`src/rtl/bf_stream_loader_if.sv`:
```
// Host stream and banked-memory bundle for bf_stream_loader.
// The master side is the loader, the slave side is the host/memory.
interface bf_stream_loader_if #(
    parameter int LANES  = 16,
    parameter int DATA_W = 32,
    parameter int ADDR_W = 10
);
    logic                      in_valid;
    logic                      in_ready;
    logic [DATA_W-1:0]         in_data;
    logic                      mem_we;
    logic [ADDR_W-1:0]         mem_waddr;
    logic [LANES*DATA_W-1:0]   mem_wdata;
    logic                      mem_re;
    logic [ADDR_W-1:0]         mem_raddr;
    logic [LANES*DATA_W-1:0]   mem_rdata;
    logic                      out_valid;
    logic                      out_ready;
    logic [DATA_W-1:0]         out_data;

    modport master (
        input  in_valid, in_data, mem_rdata, out_ready,
        output in_ready, mem_we, mem_waddr, mem_wdata,
        output mem_re, mem_raddr, out_valid, out_data
    );

    modport slave (
        output in_valid, in_data, mem_rdata, out_ready,
        input  in_ready, mem_we, mem_waddr, mem_wdata,
        input  mem_re, mem_raddr, out_valid, out_data
    );
endinterface

```
`src/rtl/bf_stream_loader.sv`:
```
// Stages host words into 512-bit memory rows, launches the Bellman-Ford
// block, then drains the result rows back out as a 32-bit stream.
module bf_stream_loader #(
    parameter int LANES  = 16,
    parameter int DATA_W = 32,
    parameter int ADDR_W = 10
) (
    input  logic              clk,
    input  logic              rst_global,
    input  logic              go,
    input  logic [ADDR_W-1:0] cfg_last_row,
    output logic              busy,
    output logic              done,
    output logic              pb_start,
    input  logic              pb_finish,
    bf_stream_loader_if.master bus
);
    localparam int LW    = $clog2(LANES);
    localparam int ROW_W = LANES * DATA_W;

    typedef enum logic [3:0] {
        S_IDLE,
        S_LOAD,
        S_WRITE,
        S_KICK,
        S_WAIT,
        S_READ,
        S_CAPTURE,
        S_SER,
        S_DONE
    } state_t;

    state_t            state;
    state_t            state_d;
    logic [ADDR_W-1:0] last_row;
    logic [ADDR_W-1:0] row_cnt;
    logic [LW-1:0]     lane_cnt;
    logic [ROW_W-1:0]  row_buf;
    logic [ROW_W-1:0]  shreg;
    logic              fin_q;

    logic in_acc;
    logic out_acc;
    logic row_last;
    logic lane_last;

    assign in_acc    = (state == S_LOAD) && bus.in_valid;
    assign out_acc   = (state == S_SER) && bus.out_ready;
    assign row_last  = (row_cnt == last_row);
    assign lane_last = (lane_cnt == LW'(LANES - 1));

    always_comb begin
        state_d = state;
        unique case (state)
            S_IDLE:    if (go) state_d = S_LOAD;
            S_LOAD:    if (in_acc && lane_last) state_d = S_WRITE;
            S_WRITE:   state_d = row_last ? S_KICK : S_LOAD;
            S_KICK:    state_d = S_WAIT;
            // only a fresh rising edge counts; a stale high level is ignored
            S_WAIT:    if (pb_finish && !fin_q) state_d = S_READ;
            S_READ:    state_d = S_CAPTURE;
            S_CAPTURE: state_d = S_SER;
            S_SER: begin
                if (out_acc && lane_last)
                    state_d = row_last ? S_DONE : S_READ;
            end
            S_DONE:    state_d = S_IDLE;
            default:   state_d = S_IDLE;
        endcase
    end

    always_ff @(posedge clk or negedge rst_global) begin
        if (!rst_global) state <= S_IDLE;
        else             state <= state_d;
    end

    always_ff @(posedge clk or negedge rst_global) begin
        if (!rst_global) begin
            last_row <= '0;
            row_cnt  <= '0;
            lane_cnt <= '0;
            row_buf  <= '0;
            shreg    <= '0;
            fin_q    <= 1'b0;
        end else begin
            fin_q <= pb_finish;
            unique case (state)
                S_IDLE: begin
                    row_cnt  <= '0;
                    lane_cnt <= '0;
                    if (go) last_row <= cfg_last_row;
                end
                S_LOAD: begin
                    if (in_acc) begin
                        row_buf[lane_cnt*DATA_W +: DATA_W] <= bus.in_data;
                        lane_cnt <= lane_cnt + 1'b1;
                    end
                end
                S_WRITE: begin
                    lane_cnt <= '0;
                    row_cnt  <= row_last ? '0 : row_cnt + 1'b1;
                end
                S_CAPTURE: begin
                    shreg    <= bus.mem_rdata;
                    lane_cnt <= '0;
                end
                S_SER: begin
                    if (out_acc) begin
                        shreg    <= shreg >> DATA_W;
                        lane_cnt <= lane_cnt + 1'b1;
                        if (lane_last && !row_last)
                            row_cnt <= row_cnt + 1'b1;
                    end
                end
                default: ;
            endcase
        end
    end

    assign busy          = (state != S_IDLE);
    assign done          = (state == S_DONE);
    assign pb_start      = (state == S_KICK);
    assign bus.in_ready  = (state == S_LOAD);
    assign bus.mem_we    = (state == S_WRITE);
    assign bus.mem_waddr = row_cnt;
    assign bus.mem_wdata = row_buf;
    assign bus.mem_re    = (state == S_READ);
    assign bus.mem_raddr = row_cnt;
    assign bus.out_valid = (state == S_SER);
    assign bus.out_data  = shreg[DATA_W-1:0];
endmodule

```
`src/flat_wrapper.sv`:
```
// flat-port wrapper written by rule: the top's interface ports become plain ports
module bf_stream_loader_flat 
#(
    parameter int LANES  = 16,
    parameter int DATA_W = 32,
    parameter int ADDR_W = 10
)
  (clk, rst_global, go, cfg_last_row, busy, done, pb_start, pb_finish, bus_in_valid, bus_in_data, bus_mem_rdata, bus_out_ready, bus_in_ready, bus_mem_we, bus_mem_waddr, bus_mem_wdata, bus_mem_re, bus_mem_raddr, bus_out_valid, bus_out_data);
  bf_stream_loader_if #(.LANES(LANES), .DATA_W(DATA_W), .ADDR_W(ADDR_W)) bus_i ();
  input  logic clk;
  input  logic rst_global;
  input  logic go;
  input  logic [ADDR_W-1:0] cfg_last_row;
  output logic busy;
  output logic done;
  output logic pb_start;
  input  logic pb_finish;
  input wire logic [$bits(bus_i.in_valid)-1:0] bus_in_valid;
  input wire logic [$bits(bus_i.in_data)-1:0] bus_in_data;
  input wire logic [$bits(bus_i.mem_rdata)-1:0] bus_mem_rdata;
  input wire logic [$bits(bus_i.out_ready)-1:0] bus_out_ready;
  output wire logic [$bits(bus_i.in_ready)-1:0] bus_in_ready;
  output wire logic [$bits(bus_i.mem_we)-1:0] bus_mem_we;
  output wire logic [$bits(bus_i.mem_waddr)-1:0] bus_mem_waddr;
  output wire logic [$bits(bus_i.mem_wdata)-1:0] bus_mem_wdata;
  output wire logic [$bits(bus_i.mem_re)-1:0] bus_mem_re;
  output wire logic [$bits(bus_i.mem_raddr)-1:0] bus_mem_raddr;
  output wire logic [$bits(bus_i.out_valid)-1:0] bus_out_valid;
  output wire logic [$bits(bus_i.out_data)-1:0] bus_out_data;
  assign bus_i.in_valid = bus_in_valid;
  assign bus_i.in_data = bus_in_data;
  assign bus_i.mem_rdata = bus_mem_rdata;
  assign bus_i.out_ready = bus_out_ready;
  assign bus_in_ready = bus_i.in_ready;
  assign bus_mem_we = bus_i.mem_we;
  assign bus_mem_waddr = bus_i.mem_waddr;
  assign bus_mem_wdata = bus_i.mem_wdata;
  assign bus_mem_re = bus_i.mem_re;
  assign bus_mem_raddr = bus_i.mem_raddr;
  assign bus_out_valid = bus_i.out_valid;
  assign bus_out_data = bus_i.out_data;
  bf_stream_loader #(.LANES(LANES), .DATA_W(DATA_W), .ADDR_W(ADDR_W)) u_core (.clk(clk), .rst_global(rst_global), .go(go), .cfg_last_row(cfg_last_row), .busy(busy), .done(done), .pb_start(pb_start), .pb_finish(pb_finish), .bus(bus_i));
endmodule
```
`config.mk`:
```
export PLATFORM = sky130hd
export DESIGN_NAME = bf_stream_loader_flat
export DESIGN_NICKNAME = d
export VERILOG_FILES = /design/src/rtl/bf_stream_loader_if.sv /design/src/rtl/bf_stream_loader.sv /design/src/flat_wrapper.sv
export SDC_FILE = /design/constraint.sdc
export NUM_CORES = 2
export LEC_CHECK = 0
export ABC_AREA = 1
export BUFFER_PORTS_ARGS = -buffer_cell sky130_fd_sc_hd__buf_4
export CAP_MARGIN = 40
export CELL_PAD_IN_SITES_DETAIL_PLACEMENT = 1
export CELL_PAD_IN_SITES_GLOBAL_PLACEMENT = 2
export CORE_AREA = 2 2 436 438
export CTS_CLUSTER_DIAMETER = 60
export CTS_CLUSTER_SIZE = 40
export DETAILED_ROUTE_END_ITERATION = 10
export DIE_AREA = 0 0 438 440
export PLACE_DENSITY_LB_ADDON = 0.1
export SYNTH_ARGS = -nofsm -noshare
export SYNTH_HDL_FRONTEND = slang
export SYNTH_SLANG_ARGS = --single-unit
```
`constraint.sdc`:
```
create_clock -name clk -period 2.4 [get_ports clk]
set_input_delay 0.12 -clock clk [delete_from_list [all_inputs] [get_ports clk]]
set_output_delay 0.12 -clock clk [all_outputs]
set_load 0.01 [all_outputs]
```
==> flow_summary.toml <==
[outcome]
status = "finished, final reports clean"

[timing]
setup_slack_ns = 0.136
tightest_slew_ns = 0.871
max-slew-margin-rel_pct = 41.9
min_period_ns = 2.26
fmax_ghz = 0.442
rsz0062_at_grt = "yes"
slew_viol_final = 0
finalSetupTns_ns = 0
finalClockSkew_ns = 0.0363
holdWs_ns = 0.0979
fin_crit_sh_pct = 94.3
finalSetupViolCount = 0
finalHoldViolCount = 0

[finish]
seq_area_mm2 = 0.0264
fin_util_pct = 37.5
syn2layout_area_growth_pct = 46.8
multi_input_area_mm2 = 0.0174
finalNonFillerCells = 9822
nets = 7721
drive_gt1_share_pct = 23.2
finish.instance_area_mm2 = 0.0708
num-fill-cells = 21987

[grt]
grt_max_degree = 162
antenna_found_initial = 92
grt_pass1_wl_um = 349000
grtUsageTotal_pct = 24.7
grt_pass1_vias = 48532
gr-total-overflow = 0

[critical_path]
worstPathRequired_ns = 2.28
cp_slowest_cell = "dfrtp_1"
crit_fanout = 5
critPathBufInv = 3
cp_top_family = "simple AND/OR/NAND/NOR gates"
criticalPathCategory = "reg -> out"
max_stage_delay_ns = 0.42
arrival_ns = 2.14
worst_setup_path_start_kind = "flip-flop"
cp_cell_sequence = "nor2_2, inv_1, nor2_1, inv_1, nor2_4, buf_4"
crit_top_cell = "inv_1"
end_kind = "output port"

[clocking]
cts_max_path_buffers = 3
cts_buffers = 135
cts_root_buf = "clkbuf_16"
cts_tree = "done"
htreeDepth = 4
cts.sinks = 1053
clkTransAtPathRegs_ns = 0.06
clk_latency_ns = 0.79

[synth]
synth_area_leaders = "dfrtp_1, nand2_1, o211ai_1"
synth_seq_area_share_pct = 54.7
ys_warn_count = 0
ys_ff_latch = 1053
async_reset_ff_share_pct = 100
syn_area_mm2 = 0.0482
avgSynthCellArea_um2 = 8.61
synth_top_area_share_pct = 54.7
synth_flop_cell = "dfrtp_1"
synth_nets = 6164
postSynthCellCount = 5600
yosys.area.top_type = "dfrtp_1"
synth.distinct_cells = 42
synth_edf_count = 0

[detailed_routing]
drcViolationCount = 0
wirelength_um = 243000
final_antenna_net_count = 0
first_pass_iters = 5
dr_total_vias = 46396
viasPerCell = 4.72
drtIter0Drc = 2933
wire_per_inst_um = 24.8

[place]
postPlaceCellArea_mm2 = 0.0601
post-place-ws_ns = 0.0341
dp_hpwl_um = 179000
place_inst = 8958
routabilityCongestion = 0.842
portBuffers = 1130

[die]
initial_core_util_pct = 25.6
dieHeight_um = 440
coreArea_mm2 = 0.189
pin_count = 1131
fp.dieW_um = 438
rows = 160
dieArea_mm2 = 0.193

[flow_run]
drv_cap = 0

[pwr]
p_leak_nw = 31.7
ir_worst_vdd_mv = 1.44
powerDensity_mw_per_mm2 = 1020
total_power_mw = 72.3

[worst_hold_path]
worstHoldPathType = "in -> reg"
==> logic make-up after synthesis <==
group / count (synthesis) / synth area share (%)
xor gates and xnor gates: 9 / 0.164
buffers and inverters: 1062 / 9.36
AOI/OAI and AO/OA: 1500 / 18.3
adders and majority gates: 4 / 0.104
and+or+nand+nor: 1969 / 17.3
DFF: 1053 / 54.7
muxes: 3 / 0.0701
==> what timing repair did <==
item | 4_1_cts | 5_1_grt
setup buffers | 0 | 6
endpoints found under the setup margin | 2 | 104
gates cloned | 2 | 0
gates resized for setup | 3 | 6
pin swaps | 0 | 2
endpoints found under the hold margin | 1348 | 0
hold buffers | 564 | 0
==> where the power goes <==
| group | switching (mW) | total [mW] | internal (mW) | leakage, nW |
|---|---|---|---|---|
| clock network | 8.97 | 21.9 | 12.9 | 2.29 |
| registers | 1.59 | 23.6 | 22.0 | 13.9 |
| logic | 18.6 | 26.8 | 8.26 | 15.5 |
==> sequential cells by signal, summed over array words and instances (netlist names) <==
signal / cells
u_core.shreg: 512
u_core.lane_cnt: 4
u_core.bus.mem_wdata: 512
u_core.fin_q: 1
u_core.bus.mem_raddr: 10
u_core.state: 4
u_core.last_row: 10
==> cells in the mapped netlist (44+ instances only) <==
master / n
nand3_1: 204
o21ai_1: 317
a21oi_1: 44
o211ai_1: 417
nand4_1: 66
o21ai_0: 613
nand2_1: 1391
inv_1: 555
clkbuf_1: 217
nor2_1: 139
dfrtp_1: 1053
buf_4: 53
nor4_1: 64
nor3_1: 67
buf_2: 189
==> placed cells by master (no fill, tap or decap), drive strengths merged <==
cell type / n
a21oi: 44
a31oi: 32
buf: 1351
bufbuf: 2
bufinv: 16
clkbuf: 166
clkinv: 28
clkinvlp: 14
dfrtp: 1053
diode: 50
dlygate4sd3: 564
ha: 4
inv: 582
mux2: 3
nand2: 1407
nand3: 209
nand3b: 1
nand4: 68
nor2: 152
nor3: 68
nor4: 64
o2111ai: 10
o211ai: 417
o21ai: 963
o21bai: 1
o22ai: 1
o31ai: 32
xor2: 9
==> per-layer routing <==
layer | vias to the layer above | track usage, % | share of wire [%]
li1 | 21822 | - | -
met1 | 22990 | 30.7 | 42
met2 | 1152 | 42.8 | 50
met3 | 388 | 4.27 | 4.6
met4 | 44 | 8.77 | 3.6
met5 | - | 0 | 0.10
==> path summary, 6_finish.rpt <==
path                                     startpoint                  endpoint  slack (ns)  cells after the start
max                                 u_core.state[3]                bus_mem_we        0.14                      6
min                              bus_mem_rdata[484]         u_core.shreg[484]         0.1                      4
max reg2reg                         u_core.state[3]          u_core.shreg[21]        0.15                      8
min reg2reg                u_core.bus.mem_wdata[12]  u_core.bus.mem_wdata[12]        0.49                      2
max in group asynchronous                rst_global          u_core.shreg[42]        1.33                      4
min in group asynchronous                rst_global  u_core.bus.mem_wdata[46]        0.18                      3
==> worst register-to-register path, stage by stage (launching register included) <==
cell	delay [ns]
dfrtp_1	0.42
nor2_1	0.14
nand2_1	0.11
bufinv_16	0.28
nand2_1	0.13
nand2_4	0.18
buf_16	0.43
nor2_1	0.25
a31oi_1	0.22
==> final cells by class <==
type | count | area share (%)
Sequential cell | 1053 | 37.2
Multi-Input combinational cell | 3485 | 24.6
Timing Repair Buffer | 1917 | 23.8
Clock buffer | 166 | 5.34
Tap cell | 2511 | 4.44
Inverter | 565 | 3.08
Clock inverter | 75 | 1.34
Antenna cell | 50 | 0.177
Note: power is estimated with default switching activity, not from simulation.
